$ cat src/rtl/hdcpu_pkg.sv
// Shared types and constants for the hardwired CPU controller.
package hdcpu_pkg;

  typedef enum logic [1:0] {
    ST_IDLE = 2'd0,
    ST_RUN  = 2'd1,
    ST_HALT = 2'd2
  } state_t;

  localparam logic [2:0] W1 = 3'b001;
  localparam logic [2:0] W2 = 3'b010;
  localparam logic [2:0] W3 = 3'b100;

  localparam logic [2:0] MODE_RUN  = 3'b000;
  localparam logic [2:0] MODE_WMEM = 3'b001;
  localparam logic [2:0] MODE_RMEM = 3'b010;
  localparam logic [2:0] MODE_RREG = 3'b011;
  localparam logic [2:0] MODE_WREG = 3'b100;

  // Console modes are 001..100; undefined codes behave as program run.
  function automatic logic mode_is_console(input logic [2:0] sw);
    return (sw != MODE_RUN) && (sw <= MODE_WREG);
  endfunction

endpackage

$ cat src/rtl/beat_timing_gen_start_edge.sv
// One-flop rising-edge detector for the front-panel START key.
module start_edge (
  input  logic clk,
  input  logic rst_n,
  input  logic start,
  output logic rise_c
);

  logic start_q;
  logic start_d;

  always_comb begin
    start_d = start;
    rise_c  = start & ~start_q;
  end

  always_ff @(posedge clk or negedge rst_n) begin
    if (!rst_n) start_q <= 1'b0;
    else        start_q <= start_d;
  end

endmodule

$ cat src/rtl/beat_timing_gen.sv
// Instruction-beat sequencer: one-hot W beats, run/idle/halt control,
// console phase flag ST0 and a completed-instruction counter.
module beat_timing_gen
  import hdcpu_pkg::*;
#(
  parameter int unsigned COUNT_W  = 8,
  parameter bit          AUTO_RUN = 1'b0
) (
  input  logic               T3,
  input  logic               CLR,
  input  logic               START,
  input  logic [2:0]         SW,
  input  logic               SHORT,
  input  logic               LONG,
  input  logic               STOP,
  output logic [2:0]         W,
  output logic               ST0,
  output logic               RUN,
  output logic [COUNT_W-1:0] CYC
);

  localparam state_t RST_STATE = AUTO_RUN ? ST_RUN : ST_IDLE;

  state_t               state_q, state_d;
  logic [2:0]           w_q, w_d;
  logic                 st0_q, st0_d;
  logic                 run_q, run_d;
  logic [COUNT_W-1:0]   cyc_q, cyc_d;
  logic [2:0]           sw_q, sw_d;
  logic                 start_rise_c;
  logic                 instr_end;

  start_edge u_start_edge (
    .clk    (T3),
    .rst_n  (CLR),
    .start  (START),
    .rise_c (start_rise_c)
  );

  always_comb begin
    state_d   = state_q;
    w_d       = w_q;
    st0_d     = st0_q;
    cyc_d     = cyc_q;
    sw_d      = SW;
    instr_end = 1'b0;

    // A mode switch change aborts whatever is in progress.
    if (SW != sw_q) begin
      state_d = ST_IDLE;
      w_d     = W1;
      st0_d   = 1'b0;
    end else begin
      unique case (state_q)
        ST_IDLE, ST_HALT: begin
          w_d = W1;
          if (start_rise_c && !STOP) state_d = ST_RUN;
        end
        ST_RUN: begin
          if (STOP) begin
            state_d   = ST_HALT;
            w_d       = W1;
            instr_end = 1'b1;
          end else begin
            unique case (w_q)
              W1: begin
                if (SHORT) instr_end = 1'b1;
                else       w_d       = W2;
              end
              W2: begin
                if (LONG) begin
                  w_d = W3;
                end else begin
                  w_d       = W1;
                  instr_end = 1'b1;
                end
              end
              W3: begin
                w_d       = W1;
                instr_end = 1'b1;
              end
              default: w_d = W1;
            endcase
          end
        end
        default: begin
          state_d = ST_IDLE;
          w_d     = W1;
        end
      endcase
    end

    if (instr_end) begin
      cyc_d = cyc_q + COUNT_W'(1);
      if (mode_is_console(SW)) st0_d = 1'b1;
    end

    run_d = (state_d == ST_RUN);
  end

  always_ff @(posedge T3 or negedge CLR) begin
    if (!CLR) begin
      state_q <= RST_STATE;
      w_q     <= W1;
      st0_q   <= 1'b0;
      run_q   <= AUTO_RUN;
      cyc_q   <= '0;
      sw_q    <= MODE_RUN;
    end else begin
      state_q <= state_d;
      w_q     <= w_d;
      st0_q   <= st0_d;
      run_q   <= run_d;
      cyc_q   <= cyc_d;
      sw_q    <= sw_d;
    end
  end

  assign W   = w_q;
  assign ST0 = st0_q;
  assign RUN = run_q;
  assign CYC = cyc_q;

endmodule

$ cat config.mk
export PLATFORM = sky130hd
export DESIGN_NAME = beat_timing_gen
export DESIGN_NICKNAME = d
export VERILOG_FILES = /design/src/rtl/hdcpu_pkg.sv /design/src/rtl/beat_timing_gen_start_edge.sv /design/src/rtl/beat_timing_gen.sv
export SDC_FILE = /design/constraint.sdc
export NUM_CORES = 1
export LEC_CHECK = 0
export CORE_MARGIN = 5
export CORE_UTILIZATION = 42
export CTS_BUF_LIST = sky130_fd_sc_hd__clkbuf_16
export DETAILED_ROUTE_END_ITERATION = 10
export PLACE_DENSITY = 0.7
export SYNTH_ARGS = -nofsm -noshare
export SYNTH_HDL_FRONTEND = slang
export SYNTH_SLANG_ARGS = --single-unit
$ cat constraint.sdc
create_clock -name T3 -period 1.45 [get_ports T3]
set_input_delay 0.145 -clock T3 [delete_from_list [all_inputs] [get_ports T3]]
set_output_delay 0.145 -clock T3 [all_outputs]
set_load 0.05 [all_outputs]
==> key figures, run 1 <==
Status
  • Outcome: complete, but fails checks
  • Violations in the final reports: setup timing

Setup path
  • CP Class: flop to flop
  • CP endpoint kind: flop
  • Setup crit start kind: flop
  • Worst Path Max Fanout: 8
  • Critical Path RT: 1580 ps
  • Crit path DAT: approximately 1800 ps

STA
  • Final Critical Period: 1646 ps
  • Layout Skew: 4.213 ps
  • Post-route clock period utilization: 1.135
  • Highest clock rate: 607.5 MHz
  • Final setup TNS: -1423 ps
  • Final Hold Fails: 0
  • RSZ-0062 raised after global routing: yes
  • Worst-margin pin slew: 363.4 ps
  • Max-slew headroom: 0.7571
  • Fin. max-slew vios: 0
  • Setup ws final: -196.2 ps
  • Final Setup Violations: 9

Detailed routing
  • WL final: 2337 um
  • TritonRoute pass-1 iters: 3
  • Wire per inst: 16.23 um
  • Drt drc: 0
  • Vias per cell: 5.056
  • Vias after detailed routing: 728
  • Drt first-iter violations: 6
  • Post-route ant nets: 0

Min path
  • Worst min path class: primary input to async pin

CTS
  • Clock sinks: 19
  • H-tree levels: 1
  • Cts hold-fix bufs: 0
  • Root Buffer: clkbuf_16
  • Inserted Clock Buffers: 3
  • Clk buf depth: 2
  • Clock-pin slew on the worst setup and hold paths: around 60 ps
  • Worst-Skew Late Latency: 250 ps
  • TritonCTS clock tree: done

Placed design
  • Gp weighted congestion: 0.7579
  • Final HPWL DP: about 1300 um
  • Setup WS pre-CTS: -335.4 ps
  • Placed insts: roughly 130
  • IO Port Bufs: 21

Global route
  • Initial antenna violation count: 0
  • Vias in the first global route: between 800 and 900
  • Total gr overflow: 0
  • First-pass GRT wire length: 4119 um
  • Largest net degree at the start of global routing: 20
  • Total GRT Usage: 0.1705

Layout
  • Commonest non-fill, non-tap cells in the layout: 22 x buf_4, 16 x dfrtp_1, 11 x buf_12
  • Area of the multi-input gates: 486.7 um^2
  • FF/Latch Area: 483.0 um^2
  • Fraction of layout instances using a drive strength above 1: 0.4872
  • # diodes: 0
  • Fill cells: 119
  • Layout Cells excl Fill: 144
  • Most common cell after layout, fill and taps aside: buf_4
  • # nets final: 128
  • Layout Utilization: 0.8042
  • Synth-to-Final Area Change: 80.92%

Floorplan
  • Horiz. Die Dim: 55.57 um
  • Die H: 55.57 um
  • DIE AREA: ~3100 um^2
  • Row count: 16
  • Core ar.: between 1500 and 2000 um^2
  • Initial Utilization: 0.4445
  • # IOs: 22

Yosys
  • Cell taking the most area after synthesis: dfrtp_1
  • Synth Net Count: 80
  • Post-Syn Instances: 70
  • Register area share after synthesis: 0.5466
  • Compound-Gate Fraction of Synth Area: 0.02009
  • Seq cells post-synth: 19
  • Syn_area_per_cell: 12.46 um^2
  • Top cell type's share of synthesized area: 0.5165
  • Multiplexer share of the synthesized area: 0.01722
  • Post-synthesis simple-gate area fraction: 0.2869
  • Mapped cell area: 872.1 um^2
  • Adder-Cell Fraction of Synth Area: 0.01435
  • Synth Warn #: 0
  • Synth area leaders: dfrtp_1 52%, xor2_1 7.0%, nor3b_1 4.3%
  • Main combinational cell family by area after synthesis: simple AND/OR/NAND/NOR gates
  • Synth unique cells: 24
  • Synth Area in XOR/XNOR: 0.1105

Power
  • PwrDens: a little over 800 nW/um^2
  • Worst vdd ir: roughly 570 uV
  • Leakage: a little under 0.7 nW

Run
  • Total of max-cap violations: 0
worst paths after layout:
check                       start              endpoint  slack (ps)  depth (start not counted)
max                          W[0]                CYC[1]        -200                          5
min                           CLR            state_q[1]         230                          2
max reg2reg                  W[0]                CYC[1]        -200                          5
min reg2reg                CYC[7]                CYC[7]         480                          1
max in group asynchronous     CLR                  W[0]         960                          2
min in group T3             START  u_start_edge.start_q         400                          1
layout make-up:
class	count	share of cell area
tap	27	0.02141
inverter	1	0.002379
clock inverter	1	0.004758
multi-input combinational	50	0.3085
clock buffer	3	0.04758
sequential	19	0.3061
timing repair buffer	43	0.3093
worst max-delay path, cell delays in order, from the launching register on:
cell and delay [ps]:
dfstp_4 490, and4bb_4 210, nor4_4 320, buf_12 190, nor2_4 40, mux2_4 280
synthesized netlist by cell type:
cell type,instances
nor3b_1,5
nor3_1,3
a21o_1,1
nor2_1,6
nand4_4,1
inv_1,1
xor2_1,7
nor4_4,1
dfrtp_1,18
nand4_1,1
mux2_4,1
or3_1,1
dfstp_2,1
xnor2_1,4
nor4_1,3
and2b_1,1
nand2_1,3
and4bb_4,1
ha_1,1
nand3b_1,2
nand3_1,3
a21oi_1,2
nor4b_2,2
nor2_2,1
routing by layer:
layer,part of all wire,GRT usage
met5,0,0
met4,0.020,0.05208
met3,0.056,0.05128
met2,0.55,0.3159
met1,0.37,0.1831
state kept, by name, indices dropped and copies added, names as in the netlist:
| register | flops |
|---|---|
| sw_q | 3 |
| u_start_edge.start_q | 1 |
| state_q | 2 |
| ST0 | 1 |
| CYC | 8 |
| RUN | 1 |
| W | 3 |
report_power, final:
| part | switching (mW) | total (mW) | internal, mW | leakage [nW] |
|---|---|---|---|---|
| clock | 0.194 | 0.566 | 0.372 | 0.0371 |
| combinational | 0.0792 | 0.171 | 0.0921 | 0.410 |
| sequential | 0.0121 | 0.553 | 0.541 | 0.249 |
cells by family (layout without fill, tap and decap cells):
| logic type | count (synthesis) | in the layout |
|---|---|---|
| buffers and inverters | 1 | 48 |
| and+or+nand+nor | 34 | 34 |
| adders and majority gates | 1 | 1 |
| AOI/OAI and AO/OA | 3 | 3 |
| DFF | 19 | 19 |
| xor gates and xnor gates | 11 | 11 |
| muxes | 1 | 1 |
stage by stage:
step           hold slack, ps  area [um^2]  total power, mW
4_1_cts                 232.8         1548            1.297
5_1_grt                 241.8         1578            1.347
2_1_floorplan          -150.6        887.1           0.6113
3_5_place_dp            458.0         1321           0.6978
6_report                233.5         1578            1.291
3_3_place_gp            462.8         1321           0.6960
repair_timing:
action,in CTS,in global routing
buffers inserted,10,1
pin swaps,11,8
endpoints found under the hold margin,0,0
setup endpoints to repair,12,12
gates resized for setup,11,4
Power figures use the tool's default switching activity.
==> run 2: changes to the inputs <==
--- a/config.mk
+++ b/config.mk
@@ -5,10 +5,12 @@
 export SDC_FILE = /design/constraint.sdc
 export NUM_CORES = 1
 export LEC_CHECK = 0
-export CORE_MARGIN = 5
+export CORE_MARGIN = 2
 export CORE_UTILIZATION = 42
 export CTS_BUF_LIST = sky130_fd_sc_hd__clkbuf_16
+export CTS_CLUSTER_DIAMETER = 60
 export DETAILED_ROUTE_END_ITERATION = 10
+export GPL_ROUTABILITY_DRIVEN = 0
 export PLACE_DENSITY = 0.7
 export SYNTH_ARGS = -nofsm -noshare
 export SYNTH_HDL_FRONTEND = slang
==> run 2 against run 1 <==
  * The flow still finishes with violations (setup timing)
  * Final area is 2.8% lower
  * Clock-buffer cell count unchanged
  * Global-route usage increased by 3.9 points
  * Setup slack worse by 23 ps
  * Non-clock buffer count shrank 3
  * Critical path type unchanged
  * Worst hold slack worse by 1.3 ps
==> key figures, run 2 (synthesized netlist as in run 1, its figures left out) <==
Setup path
  • Setup crit start kind: flop (unchanged)
  • Critical Path RT: 1580 ps (about the same)
  • Critical-path cell list: and4bb_4 > nor4_4 > buf_4 > nor2_4 > mux2_4 (was and4bb_4 > nor4_4 > buf_12 > nor2_4 > mux2_4)
  • Worst Path Max Fanout: 4 (was 8)
  • Crit path launch: W[0] (unchanged)
  • CP endpoint kind: flop (unchanged)
  • CP peak stage delay: 480 ps (was 490 ps)
  • Crit path DAT: 1800 ps (was 1780 ps)
  • Critical path's slowest cell: dfstp_4 (unchanged)
  • CP Class: flop to flop (unchanged)
  • Worst R2R Start: W[0] (unchanged)

Floorplan
  • Horiz. Die Dim: 49.57 um (was 55.57 um)
  • Die H: 49.57 um (was 55.57 um)
  • Core ar.: 1962 um^2 (unchanged)
  • Row count: 16 (unchanged)
  • # IOs: 22 (unchanged)
  • DIE AREA: 2457 um^2 (was 3087 um^2)
  • Initial Utilization: 0.4445 (unchanged)

Global route
  • Vias in the first global route: 785 (was 841)
  • Initial antenna violation count: 0 (unchanged)
  • Total GRT Usage: 0.2092 (was 0.1705)
  • Total gr overflow: 0 (unchanged)
  • First-pass GRT wire length: 3795 um (was 4119 um)
  • Largest net degree at the start of global routing: 20 (unchanged)

Layout
  • Synth-to-Final Area Change: 75.90% (was 80.92%)
  • # nets final: 125 (was 128)
  • Most common cell after layout, fill and taps aside: buf_4 (unchanged)
  • # diodes: 0 (unchanged)
  • Post-route cell area: 1534 um^2 (was 1578 um^2)
  • Largest register FFs: 8 (unchanged)
  • Commonest non-fill, non-tap cells in the layout: 19 x buf_4, 16 x dfrtp_1, 8 x clkdlybuf4s50_1, 8 x buf_12, 7 x xor2_1 (was 22 x buf_4, 16 x dfrtp_1, 11 x buf_12)
  • Fill cells: 120 (was 119)
  • Fraction of layout instances using a drive strength above 1: 0.4825 (was 0.4872)
  • Layout Utilization: 0.7819 (was 0.8042)

CTS
  • H-tree levels: 1 (unchanged)
  • Inserted Clock Buffers: 3 (unchanged)
  • TritonCTS clock tree: done (unchanged)
  • Clk buf depth: 2 (unchanged)
  • Worst-Skew Late Latency: 250 ps (about the same)
  • Cts hold-fix bufs: 0 (unchanged)
  • Clock sinks: 19 (unchanged)
  • Root Buffer: clkbuf_16 (unchanged)
  • Clock-pin slew on the worst setup and hold paths: 60 ps (about the same)

STA
  • Final setup TNS: -1683 ps (was -1423 ps)
  • Final Hold Fails: 0 (unchanged)
  • Fin. max-slew vios: 0 (unchanged)
  • Max-slew headroom: 0.7571 (about the same)
  • Final Critical Period: 1669 ps (was 1646 ps)
  • Highest clock rate: 599.2 MHz (was 607.5 MHz)
  • Setup ws final: -218.8 ps (was -196.2 ps)
  • Layout Skew: 3.386 ps (was 4.213 ps)
  • Post-route clock period utilization: 1.151 (was 1.135)
  • RSZ-0062 raised after global routing: yes (unchanged)
  • Worst-margin pin slew: 363.3 ps (was 363.4 ps)
  • Final Setup Violations: 12 (was 9)

Detailed routing
  • WL final: 2205 um (was 2337 um)
  • Drt drc: 0 (unchanged)
  • Post-route ant nets: 0 (unchanged)
  • Wire per inst: 15.64 um (was 16.23 um)
  • TritonRoute pass-1 iters: 4 (was 3)
  • Vias per cell: 5.170 (was 5.056)
  • Vias after detailed routing: 729 (was 728)
  • Drt first-iter violations: 10 (was 6)

Run
  • Total of max-cap violations: 0 (unchanged)

Placed design
  • IO Port Bufs: 21 (unchanged)
  • Final HPWL DP: 1263 um (was 1302 um)
  • Post-placement cell area: 1289 um^2 (was 1321 um^2)

Power
  • Worst vdd ir: 569.9 uV (was 567.7 uV)
  • PwrDens: 841.2 nW/um^2 (was 818.2 nW/um^2)
  • Leakage: 0.6828 nW (was 0.6955 nW)

Status
  • Violations in the final reports: setup timing (unchanged)
  • Outcome: complete, but fails checks (unchanged)

Min path
  • Worst min path class: primary input to async pin (unchanged)
## run 2: cell count changes in the layout (fill, tap and decap cells not counted), moves of 2 or more
cell / before / now
buf_4: 22 / 19
nor2_1: 6 / 4
buf_12: 11 / 8
nor3b_2: 2 / 0
buf_6: 2 / 5
## run 2: repair_timing
item | in CTS | in global routing
setup endpoints to repair | 12 | 12
buffers inserted | 7 | 1
resized for setup | 13 | 7
pin swaps | 10 | 6
## run 2: per-stage QoR
stage               cells  total power [mW]  hold WS, ps  worst slack (ps)
CTS                   140             1.274        244.5            -223.3
detailed placement    130            0.6958        468.8            -321.9
finish                141             1.290        232.2            -218.8
global route          141             1.343        270.6            -290.0
global placement      130            0.6943        478.1            -307.5
floorplan              70            0.6113       -150.6            -285.3
## run 2: report_power, final
| group | total (mW) | internal [mW] | switching (mW) | leakage (nW) |
|---|---|---|---|---|
| clock network | 0.576 | 0.372 | 0.203 | 0.0371 |
| logic | 0.162 | 0.0848 | 0.0768 | 0.397 |
| registers | 0.553 | 0.541 | 0.0122 | 0.249 |
| total | 1.29 | 0.998 | 0.292 | 0.683 |
## run 2: worst paths after layout
kind	slack (ps)	to	depth (start not counted)
min in group T3	390	u_start_edge.start_q	1
worst min-delay path	230	state_q[1]	2
worst max register to register	-220	CYC[1]	5
worst min register to register	490	CYC[7]	1
worst max-delay path	-220	CYC[1]	5
max in group asynchronous	950	W[0]	2
## run 2: area by class of cell
cell class | count | area (um^2) | area share
timing repair buffer | 40 | 439.2 | 0.2863
multi-input combinational | 50 | 491.7 | 0.3206
inverter | 1 | 3.754 | 0.002447
clock buffer | 3 | 75.07 | 0.04894
clock inverter | 1 | 7.507 | 0.004894
sequential | 19 | 483.0 | 0.3148
tap | 27 | 33.78 | 0.02202
## run 2: critical path, delay by kind of cell (launching register included)
family / cells / cell delay [ps]
and+or+nand+nor: 3 / 580
DFF: 1 / 480
muxes: 1 / 290
buffers and inverters: 1 / 200
## run 2: routing by layer
layer  up-vias  global-route usage  share of wire
li1        336                   -              -
met1       356              0.2589           0.43
met2        29              0.3533           0.49
met3         8             0.04848          0.054
met4         0             0.07870          0.023
met5         -                   0              0
